--- config.mk ---
export PLATFORM = sky130hd
export DESIGN_NAME = ram_access_arbiter
export DESIGN_NICKNAME = d
export VERILOG_FILES = /design/src/rtl/ram_access_arbiter_pkg.sv /design/src/rtl/ram_rd_return_pipe.sv /design/src/rtl/ram_access_arbiter.sv
export SDC_FILE = /design/constraint.sdc
export NUM_CORES = 1
export LEC_CHECK = 0
export BUFFER_PORTS_ARGS = -buffer_cell sky130_fd_sc_hd__buf_2
export CORE_ASPECT_RATIO = 2
export CORE_MARGIN = 10
export CORE_UTILIZATION = 35
export CTS_CLUSTER_SIZE = 28
export DETAILED_ROUTE_END_ITERATION = 12
export PLACE_DENSITY = 0.64
export SYNTH_ARGS = -nofsm -noshare
export SYNTH_HDL_FRONTEND = slang
export SYNTH_SLANG_ARGS = --single-unit
--- constraint.sdc ---
create_clock -name clk_in -period 2.04 [get_ports clk_in]
set_clock_uncertainty 0.2 [all_clocks]
set_input_delay 0.408 -clock clk_in [delete_from_list [all_inputs] [get_ports clk_in]]
set_output_delay 0.408 -clock clk_in [all_outputs]
set_load 0.05 [all_outputs]
--- src/rtl/ram_access_arbiter_pkg.sv ---
// Shared types for the packet RAM arbiter:
// FSM state encoding and requester tags.
package ram_access_arbiter_pkg;

  typedef enum logic [1:0] {
    IDLE  = 2'd0,
    OWN_A = 2'd1,
    OWN_B = 2'd2
  } state_t;

  typedef logic tag_t;

  localparam tag_t TAG_A = 1'b0;
  localparam tag_t TAG_B = 1'b1;

endpackage

--- src/rtl/ram_rd_return_pipe.sv ---
// Carries {valid,tag} of issued reads alongside the RAM
// read latency and decodes the per-requester strobes.
module ram_rd_return_pipe
  import ram_access_arbiter_pkg::*;
#(
  parameter int RD_LAT = 1
) (
  input  logic clk_in,
  input  logic rst,
  input  logic rd_valid,
  input  tag_t rd_tag,
  output logic rvalid_a,
  output logic rvalid_b
);

  logic [RD_LAT-1:0] vld;
  logic [RD_LAT-1:0] tag;

  always_ff @(posedge clk_in or posedge rst) begin
    if (rst) begin
      vld <= '0;
      tag <= '0;
    end else begin
      vld[0] <= rd_valid;
      tag[0] <= rd_tag;
      for (int i = 1; i < RD_LAT; i++) begin
        vld[i] <= vld[i-1];
        tag[i] <= tag[i-1];
      end
    end
  end

  assign rvalid_a = vld[RD_LAT-1] &&
                    (tag[RD_LAT-1] == TAG_A);
  assign rvalid_b = vld[RD_LAT-1] &&
                    (tag[RD_LAT-1] == TAG_B);

endmodule

--- src/rtl/ram_access_arbiter.sv ---
// Round-robin, burst-bounded arbiter for a single-port
// packet RAM with registered commands and write counting.
module ram_access_arbiter
  import ram_access_arbiter_pkg::*;
#(
  parameter int DATA_W    = 8,
  parameter int ADDR_W    = 5,
  parameter int PKT_LEN   = 32,
  parameter int MAX_BURST = 4,
  parameter int RD_LAT    = 1
) (
  input  logic              clk_in,
  input  logic              rst,
  input  logic              req_a,
  input  logic              we_a,
  input  logic [ADDR_W-1:0] addr_a,
  input  logic [DATA_W-1:0] wdata_a,
  output logic              gnt_a,
  output logic              rvalid_a,
  input  logic              req_b,
  input  logic              we_b,
  input  logic [ADDR_W-1:0] addr_b,
  input  logic [DATA_W-1:0] wdata_b,
  output logic              gnt_b,
  output logic              rvalid_b,
  output logic [DATA_W-1:0] rdata,
  output logic              ram_we,
  output logic              ram_re,
  output logic [ADDR_W-1:0] ram_addr,
  output logic [DATA_W-1:0] ram_wdata,
  input  logic [DATA_W-1:0] ram_rdata,
  input  logic              pkt_clr,
  output logic              pkt_full,
  output logic              wr_drop
);

  localparam int CNT_W = $clog2(PKT_LEN + 1);
  localparam int BST_W =
    (MAX_BURST > 1) ? $clog2(MAX_BURST) : 1;
  localparam logic [BST_W-1:0] BURST_LAST =
    BST_W'(MAX_BURST - 1);

  state_t            state;
  state_t            state_nxt;
  logic              ptr_b;
  logic [BST_W-1:0]  burst_cnt;
  logic              burst_end;
  logic [CNT_W-1:0]  wr_cnt;
  logic              acc;
  logic              acc_we;
  logic [ADDR_W-1:0] acc_addr;
  logic [DATA_W-1:0] acc_wdata;
  logic              full_eff;
  tag_t              ram_tag;

  assign burst_end = (burst_cnt == BURST_LAST);

  always_ff @(posedge clk_in or posedge rst) begin
    if (rst) state <= IDLE;
    else     state <= state_nxt;
  end

  always_comb begin
    state_nxt = state;
    unique case (state)
      IDLE: begin
        if (req_a && req_b)
          state_nxt = ptr_b ? OWN_B : OWN_A;
        else if (req_a)
          state_nxt = OWN_A;
        else if (req_b)
          state_nxt = OWN_B;
      end
      OWN_A: begin
        if (!req_a)
          state_nxt = req_b ? OWN_B : IDLE;
        else if (req_b && burst_end)
          state_nxt = OWN_B;
      end
      OWN_B: begin
        if (!req_b)
          state_nxt = req_a ? OWN_A : IDLE;
        else if (req_a && burst_end)
          state_nxt = OWN_A;
      end
      default: state_nxt = IDLE;
    endcase
  end

  always_comb begin
    gnt_a = (state == OWN_A);
    gnt_b = (state == OWN_B);
  end

  // burst_cnt saturates so a late request from the
  // other side takes over after the next access
  always_ff @(posedge clk_in or posedge rst) begin
    if (rst) begin
      ptr_b     <= 1'b0;
      burst_cnt <= '0;
    end else if (state_nxt != state) begin
      burst_cnt <= '0;
      if (state_nxt == OWN_A)      ptr_b <= 1'b1;
      else if (state_nxt == OWN_B) ptr_b <= 1'b0;
    end else if (acc && !burst_end) begin
      burst_cnt <= burst_cnt + BST_W'(1);
    end
  end

  assign acc       = (req_a & gnt_a) | (req_b & gnt_b);
  assign acc_we    = gnt_b ? we_b    : we_a;
  assign acc_addr  = gnt_b ? addr_b  : addr_a;
  assign acc_wdata = gnt_b ? wdata_b : wdata_a;

  assign pkt_full = (wr_cnt == CNT_W'(PKT_LEN));
  // a same-cycle clear frees room for the write
  assign full_eff = pkt_full & ~pkt_clr;

  always_ff @(posedge clk_in or posedge rst) begin
    if (rst) begin
      ram_we    <= 1'b0;
      ram_re    <= 1'b0;
      wr_drop   <= 1'b0;
      ram_addr  <= '0;
      ram_wdata <= '0;
      ram_tag   <= TAG_A;
    end else begin
      ram_we  <= acc & acc_we & ~full_eff;
      ram_re  <= acc & ~acc_we;
      wr_drop <= acc & acc_we & full_eff;
      ram_tag <= gnt_b ? TAG_B : TAG_A;
      if (acc) begin
        ram_addr  <= acc_addr;
        ram_wdata <= acc_wdata;
      end
    end
  end

  always_ff @(posedge clk_in or posedge rst) begin
    if (rst)
      wr_cnt <= '0;
    else if (pkt_clr)
      wr_cnt <= (acc & acc_we) ? CNT_W'(1) : '0;
    else if (acc & acc_we & ~pkt_full)
      wr_cnt <= wr_cnt + CNT_W'(1);
  end

  ram_rd_return_pipe #(
    .RD_LAT (RD_LAT)
  ) u_rd_pipe (
    .clk_in   (clk_in),
    .rst      (rst),
    .rd_valid (ram_re),
    .rd_tag   (ram_tag),
    .rvalid_a (rvalid_a),
    .rvalid_b (rvalid_b)
  );

  assign rdata = (rvalid_a | rvalid_b) ? ram_rdata : '0;

endmodule

## Word level (Yosys, flattened, before mapping)

Index checks and enable logic that the tools add are counted.

- Reduce and logical (&&, ||, !) cells: 12
- Mux-type cells: 23
- Eq/ne operators: 7
- Add/subtract/negate cells: 2
- Bitwise operators: 15

Operator list:

| kind | count |
|---|---|
| two-way mux 2 bit | 11 |
| two-way mux 8 bit | 2 |
| two-way mux 6 bit | 2 |
| AND 1 bit | 8 |
| adder 6 x 1 -> 6 bit (second input constant) | 1 |
| == test 2 bit (second input constant) | 3 |
| == test 6 bit (second input constant) | 1 |
| logical AND 1 bit | 6 |
| two-way mux 1 bit | 6 |
| case mux 2 bit (3 select lines) | 1 |
| nonzero test 2 bit | 3 |
| two-way mux 5 bit | 1 |
| NOT 1 bit | 5 |
| == test 2 x 1 -> 1 bit (second input constant) | 2 |
| adder 2 x 1 -> 2 bit (second input constant) | 1 |
| zero test 2 bit | 1 |
| != test 2 bit | 1 |
| bitwise OR 1 bit | 2 |
| AND reduction 2 bit | 1 |
| zero test 1 bit | 1 |

- Input port bits: 41
- Register bits: 30
- Logic and storage cells: 71
- Output and inout port bits: 29

## Logic depth before layout (Yosys ltp)

- Word-level depth: 8
- Mapped depth: 8
- Gate-level depth less buffers: 7

## Cells and area by module

Synthesis repeated with hierarchy kept, for this count alone.

- Cell total of the unflattened synthesis: 162
- Area, all modules: 1,605.3 µm²

Modules (own cells, without submodules):

| module | cells an instance | sequential area each (µm²) | times used | area each (µm²) |
|---|---|---|---|---|
| ram_access_arbiter | 157 | 700.7 | 1 | 1,535.2 |
| ram_rd_return_pipe | 5 | 50.0 | 1 | 70.1 |

## Worst setup path after synthesis

OpenSTA, ideal clock, no wires.

- Path type: register to register
- Start point: register burst_cnt[0]
- End point: register ptr_b
- Arrival: 1.912 ns
- Buffers on the path: 0
- Cell stages (with the launch flop): 8
- Data required time: 1.715 ns
- Path slack: -0.196 ns
- Setup time: 0.125 ns
- Clock period less this slack: 2.236 ns
- Cell sequence: dfrtp_1 -> ha_1 -> nand2_1 -> o211ai_1 -> a221oi_1 -> ha_1 -> a211oi_1 -> mux2_2

- Cells in the longest elaborated chain, start to end: 8
- Elaborated cells on any way between the ends: 14
- Classes of those cells: eq/ne (4); mux (6); reduce/logical (4)

RTL lines:

| item | RTL line | text |
|---|---|---|
| start, declared | ram_access_arbiter.sv:46 | `logic [BST_W-1:0] burst_cnt;` |
| start signal, assigned | ram_access_arbiter.sv:106 | `burst_cnt <= burst_cnt + BST_W'(1);` |
| == test 2 bit (*) | ram_access_arbiter.sv:56 | `assign burst_end = (burst_cnt == BURST_LAST);` |
| logical AND 1 bit (on tied branches) | ram_access_arbiter.sv:83, ram_access_arbiter.sv:77 |  |
| two-way mux 2 bit (on tied branches) | ram_access_arbiter.sv:83, ram_access_arbiter.sv:77 |  |
| two-way mux 2 bit (on tied branches) | ram_access_arbiter.sv:81, ram_access_arbiter.sv:75 |  |
| case mux 2 bit (3 select lines) (*) | ram_access_arbiter.sv:65 | `unique case (state)` |
| named net state_nxt[0] | ram_access_arbiter.sv:44 | `state_t state_nxt;` |
| == test 2 x 1 -> 1 bit or == test 2 bit (tied branches) | ram_access_arbiter.sv:103, ram_access_arbiter.sv:104 |  |
| nonzero test 2 bit (no source line) | -- |  |
| AND reduction 2 bit (no source line) | -- |  |
| end signal, assigned | ram_access_arbiter.sv:99 | `ptr_b <= 1'b0;` |
| end signal, assigned | ram_access_arbiter.sv:103 | `if (state_nxt == OWN_A) ptr_b <= 1'b1;` |
| end signal, assigned | ram_access_arbiter.sv:104 | `else if (state_nxt == OWN_B) ptr_b <= 1'b0;` |
| end, declared | ram_access_arbiter.sv:45 | `logic ptr_b;` |

Mark *: on every way through the listed nets, which the timed path passes. The rest lies on a longest branch.
A chain may end at the register's enable or synchronous reset.

## Worst setup path in the final report

- Start point: register burst_cnt[1]
- End point: register ptr_b

The elaborated chain is that of the path after synthesis.

==> PnR_summary.wiki <==
{| class="wikitable"
! Metric !! Value
|-
| Count of state elements after synthesis || 30
|-
| Status || complete, but fails checks
|-
| Area after DPL || 2063 um^2
|-
| # diodes || 0
|-
| Internal power contribution || 0.001406 W
|-
| Shortest clock period the worst path allows after layout || 2.205 ns
|-
| Remaining antenna violation count after routing || 0
|-
| Sinks on the clock net || 30
|-
| Total number of H-tree levels || 2
|-
| Vias post-DR || 1,429
|-
| Antenna violations before repair || 0
|-
| Drt first pass iters || 3
|-
| Combinational Power Share || 0.435
|-
| DP HPWL || 3606 um
|-
| Count of unresolved DRC violations after routing || 0
|-
| Data arrival at the endpoint of the critical path || 2.17 ns
|-
| Start point of the critical path || burst_cnt[1]
|-
| Yosys warning total || 0
|-
| Fraction of final layout cells sized beyond drive strength 1 || 0.4292
|-
| Number of global-route vias before repair || 1,501
|-
| Core Box Area || 4382 um^2
|-
| Sequential share of the synthesized area || 0.4724
|-
| Peak supply drop || 676.2 uV
|-
| GRT Residual Overflow || 0
|-
| Sort of element at the end of the critical path || register
|-
| Buffers on Ports || 69
|-
| Synth cell types || 35
|-
| Die Outline Area || 7799 um^2
|-
| Vias per inst || 4.861
|-
| Largest net degree at the start of global routing || 31
|-
| Worst-case hold slack || -0.008397 ns
|-
| Most frequently used flop master after synthesis || sky130_fd_sc_hd__dfrtp_1
|-
| Weighted congestion at the end of routability-driven global placement || 0.8886
|-
| Proportion of synthesized flip-flops having asynchronous set or reset || 1.000
|-
| Number of flops mapped to enable cells by yosys || 0
|-
| CP startpoint kind || register
|-
| Class of the most critical hold timing path || input pin to async pin
|-
| Pre-CTS worst setup slack || -0.1408 ns
|-
| Cell at the root of the clock tree || sky130_fd_sc_hd__clkbuf_8
|-
| Data required time at the worst endpoint || 2.01 ns
|-
| Placement row count || 34
|-
| Switching pwr || 0.001078 W
|-
| P per Cell Area || 1129 nW/um^2
|-
| Final standard cell area without fillers || 2201 um^2
|-
| TritonCTS clock tree || built
|-
| Die outline height || 115.3 um
|-
| Static leakage power || 1.138 nW
|-
| Crit Reg-Reg Startpoint || burst_cnt[1]
|-
| Number of nets in the final layout || 284
|-
| Buffer depth of the longest clock path || 2
|-
| Largest driver fanout on the critical path || 6
|-
| Category of the most critical setup path || register to register
|-
| Cts bufs inserted || 5
|-
| Initial Util || 0.3626
|-
| Area of the mapped netlist || 1589 um^2
|-
| Total chip power || 0.002485 W
|-
| Setup repair after global routing missed its margin || yes
|-
| Average instance area after synthesis || 10.06 um^2
|-
| Switching power as a share of total power || 0.4339
|-
| Final TNS setup || -0.1648 ns
|-
| Starting DRC count in detailed routing || 46
|-
| Skew-Pair Late Insertion Delay || 0.28 ns
|-
| Final setup margin || -0.1648 ns
|-
| Setup violators final || 1
|-
| Syn Nets || 203
|-
| Ports placed on the boundary || 70
|-
| Final Hold Violating Endpoints || 26
|-
| Die boundary width || 67.65 um
|-
| Violations in the final reports || hold timing, setup timing
|-
| Wire length after detailed routing || 4403 um
|-
| Sequential fraction of design power || 0.333
|-
| CTS clk-pin slew, worst paths || 0.06 ns
|-
| Wire length of the first global-routing pass || 7017 um
|-
| Relative contribution of the clock network to total power || 0.233
|-
| Cell count after synthesis || 158
|-
| Area overhead of the layout relative to synthesis || 38.50%
|-
| Global-route usage over all layers || 0.1181
|-
| Tightest slew margin relative to the limit || 0.7492
|-
| Slew at the pin with the worst max-slew slack || 0.3762 ns
|-
| Max-cap violation count || 0
|-
| Final worst path period share || 1.081
|-
| Final-report max-slew violation count || 0
|-
| Average routed wire per standard cell || 14.98 um
|-
| Maximum frequency from static timing analysis || 0.4536 GHz
|}
==> area by class of cell <==
type | count | area, um^2
clock buffers | 5 | 68.82
flip-flops and latches | 30 | 750.7
clock inverters | 3 | 40.04
fillers | 424 | 2181
repair buffers | 82 | 451.7
multi-input cells | 112 | 792.0
well taps | 54 | 67.56
inverters | 8 | 30.03
==> placed cells by master, fill, tap and decap left out, drive strengths merged, types with 3 or more instances in the layout <==
master	n
a21o	3
nor2	8
buf	82
nand2	20
and2	11
inv	8
nor2b	4
clkbuf	5
a21oi	6
o21ai	15
nor3	3
ha	4
a211oi	3
mux2i	14
dfrtp	30
xnor2	4
==> cell families after synthesis <==
logic type | synth area share
buf+inv | 0.04960
mux | 0.09527
flops | 0.4724
xor+xnor | 0.02204
simple gates | 0.1921
fa+ha+maj | 0.03150
compound gates | 0.1370
==> per-layer routing <==
| layer | wire [um] | global-route usage |
|---|---|---|
| met3 | 462 | 0.04094 |
| met5 | 0 | 0 |
| met4 | 124 | 0.06336 |
| met1 | 1433 | 0.1079 |
| met2 | 2382 | 0.2149 |
==> power groups by stage <==
stage | sequential [W] | clock, W | combinational, W
6_report | 0.000826 | 0.000578 | 0.00108
3_3_place_gp | 0.000835 | 0 | 0.00107
4_1_cts | 0.000829 | 0.000597 | 0.00110
2_1_floorplan | 0.00124 | 0 | 0.000391
5_1_grt | 0.000849 | 0.000636 | 0.00116
3_5_place_dp | 0.000841 | 0 | 0.00108
==> metrics by stage <==
stage,util,std cells
5_1_grt,0.5023,294
4_1_cts,0.4994,293
6_report,0.5023,294
3_3_place_gp,0.4709,284
2_1_floorplan,-,158
3_5_place_dp,0.4709,284
==> synthesized netlist by cell type, types with 2 or more instances <==
cell / n / area (um^2)
sky130_fd_sc_hd__and2_1: 11 / 68.82
sky130_fd_sc_hd__nand4_1: 2 / 12.51
sky130_fd_sc_hd__nand3_1: 2 / 10.01
sky130_fd_sc_hd__nor3_1: 3 / 15.01
sky130_fd_sc_hd__a211oi_1: 3 / 22.52
sky130_fd_sc_hd__nor2_1: 7 / 26.28
sky130_fd_sc_hd__a21o_1: 3 / 22.52
sky130_fd_sc_hd__clkbuf_1: 2 / 7.510
sky130_fd_sc_hd__inv_1: 8 / 30.03
sky130_fd_sc_hd__a21oi_1: 6 / 30.03
sky130_fd_sc_hd__mux2i_1: 14 / 140.1
sky130_fd_sc_hd__nand3b_1: 2 / 15.01
sky130_fd_sc_hd__ha_1: 4 / 50.05
sky130_fd_sc_hd__nor2b_1: 4 / 25.02
sky130_fd_sc_hd__dfrtp_1: 30 / 750.7
sky130_fd_sc_hd__buf_4: 2 / 15.01
sky130_fd_sc_hd__xnor2_1: 4 / 35.03
sky130_fd_sc_hd__o21ai_1: 4 / 20.02
sky130_fd_sc_hd__buf_2: 2 / 10.01
sky130_fd_sc_hd__nand2_1: 20 / 75.07
sky130_fd_sc_hd__o21ai_0: 11 / 55.05
==> flip-flops by register name, summed over array words and instances, names as in the netlist <==
| register | cells |
|---|---|
| ram_wdata | 8 |
| ram_addr | 5 |
| wr_drop | 1 |
| burst_cnt | 2 |
| state | 2 |
| ram_re | 1 |
| wr_cnt | 6 |
| u_rd_pipe.vld | 1 |
| u_rd_pipe.tag | 1 |
| ram_tag | 1 |
| ptr_b | 1 |
| ram_we | 1 |
==> critical path, cell delays in order, from the launching register on <==
cell,delay [ns]
sky130_fd_sc_hd__dfrtp_1,0.41
sky130_fd_sc_hd__ha_4,0.19
sky130_fd_sc_hd__nand2_1,0.06
sky130_fd_sc_hd__o211ai_1,0.11
sky130_fd_sc_hd__a221oi_2,0.32
sky130_fd_sc_hd__ha_1,0.30
sky130_fd_sc_hd__a211oi_2,0.18
sky130_fd_sc_hd__mux2_4,0.32
==> path summary, 6_finish.rpt <==
check,to,slack (ns),cells past startpoint
worst max-delay path,ptr_b,-0.16,7
worst min-delay path,ram_wdata[5],-0.008,3
worst max register to register,ptr_b,-0.16,7
worst min register to register,u_rd_pipe.tag,0.15,0
max in group asynchronous,ram_addr[3],1.37,3
min in group clk_in,ram_re,0.13,2
==> repair_timing <==
action / in CTS / in global routing
hold buffers: 0 / 0
setup endpoints to repair: 3 / 2
resized for setup: 5 / 2
cloned: 0 / 0
buffers inserted: 1 / 1
pin swaps: 0 / 0
hold endpoints to repair: 0 / 0
No activity file was read; power rests on OpenSTA's default activity.
